## src/rtl/tape_ram_arbiter.sv

```systemverilog
// tape_ram_arbiter: shares one DDR3 byte port between the ROM loader (writes)
// and the tape player (reads). Loader writes win over reads, tape reads wait
// while a download is active, and a watchdog aborts any command that never
// completes and raises a sticky error flag.
module tape_ram_arbiter #(
    parameter int TIMEOUT = 4095
) (
    input  logic        clk_sys,
    input  logic        reset_n,
    input  logic        ld_active,
    input  logic        ld_wr,
    input  logic [24:0] ld_addr,
    input  logic [7:0]  ld_din,
    output logic        ld_wait,
    input  logic        tp_rd,
    input  logic [24:0] tp_addr,
    output logic [7:0]  tp_data,
    output logic        tp_valid,
    output logic [24:0] mem_addr,
    output logic [7:0]  mem_din,
    output logic        mem_we,
    output logic        mem_rd,
    input  logic [7:0]  mem_dout,
    input  logic        mem_ready,
    output logic        err
);

    localparam int WD_W = (TIMEOUT < 1) ? 1 : $clog2(TIMEOUT + 1);
    localparam logic [WD_W-1:0] WD_LIMIT = WD_W'(TIMEOUT);

    typedef enum logic [2:0] {
        IDLE,
        WR_ISSUE,
        WR_WAIT,
        RD_ISSUE,
        RD_WAIT
    } state_t;

    state_t            state_q, state_d;
    logic              start_ok_q, start_ok_d;
    logic              ld_wait_q, ld_wait_d;
    logic              tp_valid_q, tp_valid_d;
    logic              mem_we_q, mem_we_d;
    logic              mem_rd_q, mem_rd_d;
    logic              err_q, err_d;
    logic [24:0]       mem_addr_q, mem_addr_d;
    logic [7:0]        mem_din_q, mem_din_d;
    logic [7:0]        tp_data_q, tp_data_d;
    logic              pend_q, pend_d;
    logic [24:0]       pend_addr_q, pend_addr_d;
    logic [WD_W-1:0]   wd_q, wd_d;
    logic              seen_low_q, seen_low_d;
    logic [WD_W-1:0]   wd_inc;

    // Next-state logic: arbitration in IDLE, command issue, completion/abort in WAIT.
    always_comb begin
        state_d     = state_q;
        start_ok_d  = 1'b1;
        ld_wait_d   = ld_wait_q;
        tp_valid_d  = 1'b0;
        mem_we_d    = 1'b0;
        mem_rd_d    = 1'b0;
        err_d       = err_q;
        mem_addr_d  = mem_addr_q;
        mem_din_d   = mem_din_q;
        tp_data_d   = tp_data_q;
        pend_d      = pend_q;
        pend_addr_d = pend_addr_q;
        wd_d        = wd_q;
        seen_low_d  = seen_low_q;
        wd_inc      = wd_q + WD_W'(1);

        case (state_q)
            IDLE: begin
                // start_ok_q holds off arbitration for the first edge after reset release
                if (start_ok_q) begin
                    if (ld_wr) begin
                        mem_addr_d = ld_addr;
                        mem_din_d  = ld_din;
                        ld_wait_d  = 1'b1;
                        mem_we_d   = 1'b1;
                        state_d    = WR_ISSUE;
                    end else if (pend_q && !ld_active) begin
                        pend_d     = 1'b0;
                        mem_addr_d = pend_addr_q;
                        mem_rd_d   = 1'b1;
                        state_d    = RD_ISSUE;
                    end
                end
            end
            WR_ISSUE: begin
                wd_d       = '0;
                seen_low_d = 1'b0;
                state_d    = WR_WAIT;
            end
            RD_ISSUE: begin
                wd_d       = '0;
                seen_low_d = 1'b0;
                state_d    = RD_WAIT;
            end
            WR_WAIT, RD_WAIT: begin
                // A command is done only once ready has been seen low and then high again
                if (seen_low_q && mem_ready) begin
                    state_d = IDLE;
                    if (state_q == WR_WAIT) begin
                        ld_wait_d = 1'b0;
                    end else begin
                        tp_data_d  = mem_dout;
                        tp_valid_d = 1'b1;
                    end
                end else if (wd_inc == WD_LIMIT) begin
                    wd_d      = wd_inc;
                    err_d     = 1'b1;
                    ld_wait_d = 1'b0;
                    state_d   = IDLE;
                end else begin
                    wd_d = wd_inc;
                    if (!mem_ready) begin
                        seen_low_d = 1'b1;
                    end
                end
            end
            default: begin
                state_d = IDLE;
            end
        endcase

        // A fresh tape request always lands in the slot, even on the cycle IDLE consumes it
        if (tp_rd) begin
            pend_d      = 1'b1;
            pend_addr_d = tp_addr;
        end
    end

    // State and output registers; reset abandons any command in flight.
    always_ff @(posedge clk_sys or negedge reset_n) begin
        if (!reset_n) begin
            state_q     <= IDLE;
            start_ok_q  <= 1'b0;
            ld_wait_q   <= 1'b0;
            tp_valid_q  <= 1'b0;
            mem_we_q    <= 1'b0;
            mem_rd_q    <= 1'b0;
            err_q       <= 1'b0;
            mem_addr_q  <= '0;
            mem_din_q   <= '0;
            tp_data_q   <= '0;
            pend_q      <= 1'b0;
            pend_addr_q <= '0;
            wd_q        <= '0;
            seen_low_q  <= 1'b0;
        end else begin
            state_q     <= state_d;
            start_ok_q  <= start_ok_d;
            ld_wait_q   <= ld_wait_d;
            tp_valid_q  <= tp_valid_d;
            mem_we_q    <= mem_we_d;
            mem_rd_q    <= mem_rd_d;
            err_q       <= err_d;
            mem_addr_q  <= mem_addr_d;
            mem_din_q   <= mem_din_d;
            tp_data_q   <= tp_data_d;
            pend_q      <= pend_d;
            pend_addr_q <= pend_addr_d;
            wd_q        <= wd_d;
            seen_low_q  <= seen_low_d;
        end
    end

    assign ld_wait  = ld_wait_q;
    assign tp_valid = tp_valid_q;
    assign mem_we   = mem_we_q;
    assign mem_rd   = mem_rd_q;
    assign err      = err_q;
    assign mem_addr = mem_addr_q;
    assign mem_din  = mem_din_q;
    assign tp_data  = tp_data_q;

endmodule

```

## config.mk

```make
export PLATFORM = sky130hd
export DESIGN_NAME = tape_ram_arbiter
export DESIGN_NICKNAME = d
export VERILOG_FILES = /design/src/rtl/tape_ram_arbiter.sv
export SDC_FILE = /design/constraint.sdc
export NUM_CORES = 1
export LEC_CHECK = 0
export ABC_CLOCK_PERIOD_IN_PS = 4100
export CORE_MARGIN = 3
export CORE_UTILIZATION = 39
export DETAILED_ROUTE_END_ITERATION = 10
export GPL_ROUTABILITY_DRIVEN = 1
export PLACE_DENSITY = 0.68
export SLEW_MARGIN = 25
export SYNTH_ARGS = -nofsm -noshare
export SYNTH_HDL_FRONTEND = slang
export SYNTH_SLANG_ARGS = --single-unit
```

## constraint.sdc

```tcl
create_clock -name clk_sys -period 4.1 [get_ports clk_sys]
set_input_delay 0.82 -clock clk_sys [delete_from_list [all_inputs] [get_ports clk_sys]]
set_output_delay 0.82 -clock clk_sys [all_outputs]
set_load 0.02 [all_outputs]
```

* Yosys cells after proc, flatten, opt, wreduce, memory -nomap -nowiden
Cells that the tools add are included.
** Storage, ports and cells
- Flip-flop bits (word level) :: 89
- Bits of input ports :: 72
- Output and inout bits :: 46
- Word-level logic and storage cells :: 87
** Operators by class
- Add/sub/neg operators :: 1
- Eq/ne operators :: 14
- Mux-type cells :: 35
- Bitwise gates (word level) :: 2
- Reduce and logical (&&, ||, !) cells :: 21
** Operator list (count)
- two-way mux 25 bit :: 2
- one-hot mux 12 bit (2 select lines) :: 1
- two-way mux 1 bit :: 23
- two-way mux 3 bit :: 5
- AND reduction 3 bit :: 5
- adder 12 x 1 -> 12 bit (second input constant) :: 1
- == test 12 bit (second input constant) :: 1
- two-way mux 12 bit :: 1
- one-hot mux 3 bit (4 select lines) :: 1
- nonzero test 2 bit :: 6
- != test 2 bit (second input constant) :: 5
- != test 3 bit (second input constant) :: 3
- AND reduction 4 bit :: 2
- == test 3 x 2 -> 1 bit (second input constant) :: 2
- AND reduction 5 bit :: 1
- one-hot mux 1 bit (2 select lines) :: 2
- OR reduction 2 bit :: 2
- == test 3 x 1 -> 1 bit (second input constant) :: 1
- == test 3 bit (second input constant) :: 1
- zero test 3 bit :: 1
- logical AND 1 bit :: 2
- != test 2 x 1 -> 1 bit (second input constant) :: 1
- NOT 1 bit :: 2
- AND reduction 2 bit :: 1
- zero test 1 bit :: 1

* Depth between registers and ports, before layout
- Depth in word-level cells :: 7
- Depth in mapped cells :: 8
- Depth with buffers taken out :: 7

* Least setup slack after synthesis
Ideal clock, no wire load.
- Path kind :: input to register
- Start point :: input port mem_ready
- End point :: register wd_q[6]
- Setup time :: 0.110 ns
- Arrival :: 1.946 ns
- Required time :: 3.990 ns
- Slack :: 2.044 ns
- Cell stages on the path :: 5
- Path buffers :: 2
- Cells stage by stage :: and2_1 > or3_1 > buf_2 > clkbuf_1 > o41ai_1
** On the way
- Cells in the longest elaborated chain, start to end :: 3
** Ends and longest elaborated chain
- start, declared :: RTL line 24 : input logic mem_ready,
- logical AND 1 bit :: RTL line 103 : if (seen_low_q && mem_ready) begin
- != test 2 bit (no source line)
- AND reduction 2 bit (no source line)
- end signal, assigned :: RTL line 165 : wd_q <= wd_d;
- end, declared :: RTL line 51 : logic [WD_W-1:0] wd_q, wd_d;
No other way between the ends.
A chain may end at the register's enable or synchronous reset.

* Final worst setup path
- Start point :: input port mem_ready
- End point :: register wd_q[2]
Same word-level chain as after synthesis.

==> flow_metrics.env <==
export IMPL_grt_ovfl_total=0
export IMPL_synth_area_leaders="dfrtp_1 (57%), mux2_1 (7.8%), mux2i_1 (6.4%)"
export IMPL_cts_resized=0
export IMPL_n_fill_cell=844
export IMPL_ir_drop_v=0.000258
export IMPL_hold_viol=0
export IMPL_drc=0
export IMPL_die_y_um=106
export IMPL_synth_compound_area_share=0.0968
export IMPL_cp_required_ns=4.37
export IMPL_ant_nets=0
export IMPL_report_power_total_mw=3.13
export IMPL_leakagePower_nw=2.36
export IMPL_cts_tree="built"
export IMPL_ys_flop_type="dfrtp_1"
export IMPL_finalWirelength_mm=8.96
export IMPL_synth_edf_count=0
export IMPL_critPathLaunchType="input port"
export IMPL_p_clk_frac=0.192
export IMPL_power_frac_comb=0.398
export IMPL_ys_ff_latch=89
export IMPL_root_buffer="clkbuf_8"
export IMPL_synth_area_um2=3890
export IMPL_p_int_mw=2.01
export IMPL_synth_top_area_frac=0.572
export IMPL_syn_nets=427
export IMPL_core_um2=9460
export IMPL_endpoint_kind="register"
export IMPL_grt_pass1_wl_mm=15.2
export IMPL_start_util=0.412
export IMPL_grt_use_total=0.169
export IMPL_tightest_slew_ns=0.908
export IMPL_placed_cell_area_um2=5170
export IMPL_ys_warn_count=0
export IMPL_synthToLayoutAreaGrowth_pct=37.9
export IMPL_synth_xor_area_share=0.00900
export IMPL_synth_adder_area_share=0.00964
export IMPL_critPathMaxStageDelay_ns=0.66
export IMPL_crit_type="input port to register"
export IMPL_design_area_um2=5370
export IMPL_ys_types=44
export IMPL_clkTransAtPathRegs_ns=0.08
export IMPL_setup_tns_ns=0
export IMPL_arrival_ns=2.95
export IMPL_antenna_cells=0
export IMPL_drt_iter0_markers=59
export IMPL_dr_pass1_iters=4
export IMPL_cts_setup_buffers=0
export IMPL_num_rows=35
export IMPL_clock_sinks=89
export IMPL_clkLatencyLatePin_ns=0.35
export IMPL_setup_violations=0
export IMPL_dp_final_hpwl_mm=6.40
export IMPL_muxShareOfSynthArea=0.160
export IMPL_grt_max_degree=73
export IMPL_finClkSkew_ns=0.0103
export IMPL_vias_per_cell=4.94
export IMPL_postCtsHoldBufs=0
export IMPL_synthCells=352
export IMPL_seq_area_um2=2230
export IMPL_gp_congestion=0.841
export IMPL_maxSlewViolCount=0
export IMPL_power_frac_seq=0.410
export IMPL_vias=2952
export IMPL_wl_per_cell_um=15.0
export IMPL_critPathMostFrequentCell="o21ai_1"
export IMPL_cp_cell_sequence="clkdlybuf4s50_1 > and2_1 > or3_1 > buf_4 > inv_2 > a21oi_1 > o21ai_1 > o21ai_1"
export IMPL_cts_buffers_inserted=9
export IMPL_io_pins=118
export IMPL_drive_above_1_share=0.0789
export IMPL_p_per_area_nw_per_um2=583
export IMPL_outcome="completed"
export IMPL_layout_nets=539
export IMPL_crit_slowest_cell="a21oi_1"
export IMPL_synth_seq_area_share=0.572
export IMPL_synth_common_cells="dfrtp_1 (89), nand2_1 (60), o21ai_1 (42)"
export IMPL_slew_headroom=0.395
export IMPL_syn_avg_cell_area_um2=11.1
export IMPL_crit_fanout=23
export IMPL_die_width_um=106
export IMPL_yosys_area_share_simple=0.119
export IMPL_die_area_um2=11200
export IMPL_htreeDepth=3
export IMPL_fin_crit_sh=0.654
export IMPL_antenna_found_initial=0
export IMPL_period_needed_ns=2.68
export IMPL_clockBufferDepth=2
export IMPL_maxCapViolCount=0
export IMPL_fmax_mhz=373
export IMPL_synth_top_cell_by_area="dfrtp_1"
export IMPL_yosysMostFrequentCell="dfrtp_1"
export IMPL_rsz0062_at_grt="no"
export IMPL_holdCritPathClass="register to register"
export IMPL_grt_pass1_vias=3080
export IMPL_switching_share=0.358
export IMPL_synthArstFlopShare=1.00
export IMPL_power_switching_mw=1.12
export IMPL_synth_top_family_by_area="multiplexers"
export IMPL_numPortBuffers=117
export IMPL_multi_input_area_um2=1550
## registers in the layout, indices dropped and copies added, names as in the netlist, 3 cells and up
register and flops:
pend_addr_q 25, mem_addr 25, state_q 3, wd_q 12, tp_data 8, mem_din 8
## logic make-up (layout without fill, tap and decap cells)
kind of cell | after synthesis | after routing
buf+inv | 30 | 147
flops | 89 | 89
fa+ha+maj | 3 | 3
simple gates | 103 | 103
other cells | 1 | 1
mux | 58 | 58
compound gates | 64 | 64
xor+xnor | 4 | 4
## stage by stage
step / setup slack [ns] / util / hold WS (ns) / std cells
after global routing: 1.26 / 0.567 / 0.505 / 598
after floorplan: 2.04 / - / 0.441 / 352
after CTS: 1.51 / 0.567 / 0.480 / 598
after detailed placement: 1.16 / 0.547 / 0.461 / 582
after global placement: 1.23 / 0.547 / 0.452 / 582
final: 1.42 / 0.567 / 0.477 / 598
## placed cells by master, fill, tap and decap left out, types with 3 or more instances in the layout
master,n
nand2_1,60
nor4_1,3
buf_4,5
nand4_1,4
o21ai_1,41
dfrtp_1,89
mux2_2,6
nor2_1,12
mux2i_1,25
inv_2,4
nor3_1,3
a21o_1,3
mux2_1,27
ha_1,3
a21oi_1,5
nor2b_1,3
clkdlybuf4s50_1,115
inv_1,6
clkbuf_8,10
nand3_1,6
## power by group through the flow
stage / logic (mW) / registers (mW) / clock network [mW]
6_report: 1.25 / 1.28 / 0.602
5_1_grt: 1.35 / 1.32 / 0.664
4_1_cts: 1.27 / 1.29 / 0.626
3_5_place_dp: 1.26 / 1.30 / 0
3_3_place_gp: 1.24 / 1.29 / 0
2_1_floorplan: 0.426 / 1.51 / 0
## area by class of cell
type / instances / share of cell area
flip-flops and latches: 89 / 0.415
repair buffers: 121 / 0.222
inverters: 10 / 0.00699
multi-input cells: 233 / 0.289
clock inverters: 5 / 0.0103
well taps: 129 / 0.0301
clock buffers: 11 / 0.0263
## worst max-delay path, delay by kind of cell
kind | cells | cell delay (ns)
compound gates | 3 | 0.96
buf+inv | 3 | 0.85
simple gates | 2 | 0.31
## path summary, 6_finish.rpt
check	startpoint	endpoint	slack (ns)	depth (start not counted)
worst max register to register	state_q[0]$_DFFE_PN0P_	mem_din[0]$_DFFE_PN0P_	1.91	3
worst max-delay path	mem_ready	wd_q[2]$_DFFE_PN0P_	1.42	8
worst min-delay path	pend_q$_DFFE_PN0P_	pend_q$_DFFE_PN0P_	0.48	1
min in group asynchronous	reset_n	mem_din[4]$_DFFE_PN0P_	0.58	1
worst min register to register	pend_q$_DFFE_PN0P_	pend_q$_DFFE_PN0P_	0.48	1
max in group asynchronous	reset_n	tp_data[1]$_DFFE_PN0P_	2.71	2
## routing by layer
metal  track usage  part of all wire  up-vias
met5             0                 0        -
met4        0.0583             0.012        0
met3        0.0710             0.096        8
met2         0.266              0.47       95
met1         0.210              0.42     1413
li1              -                 -     1436
(Power assumes the default switching activity.)
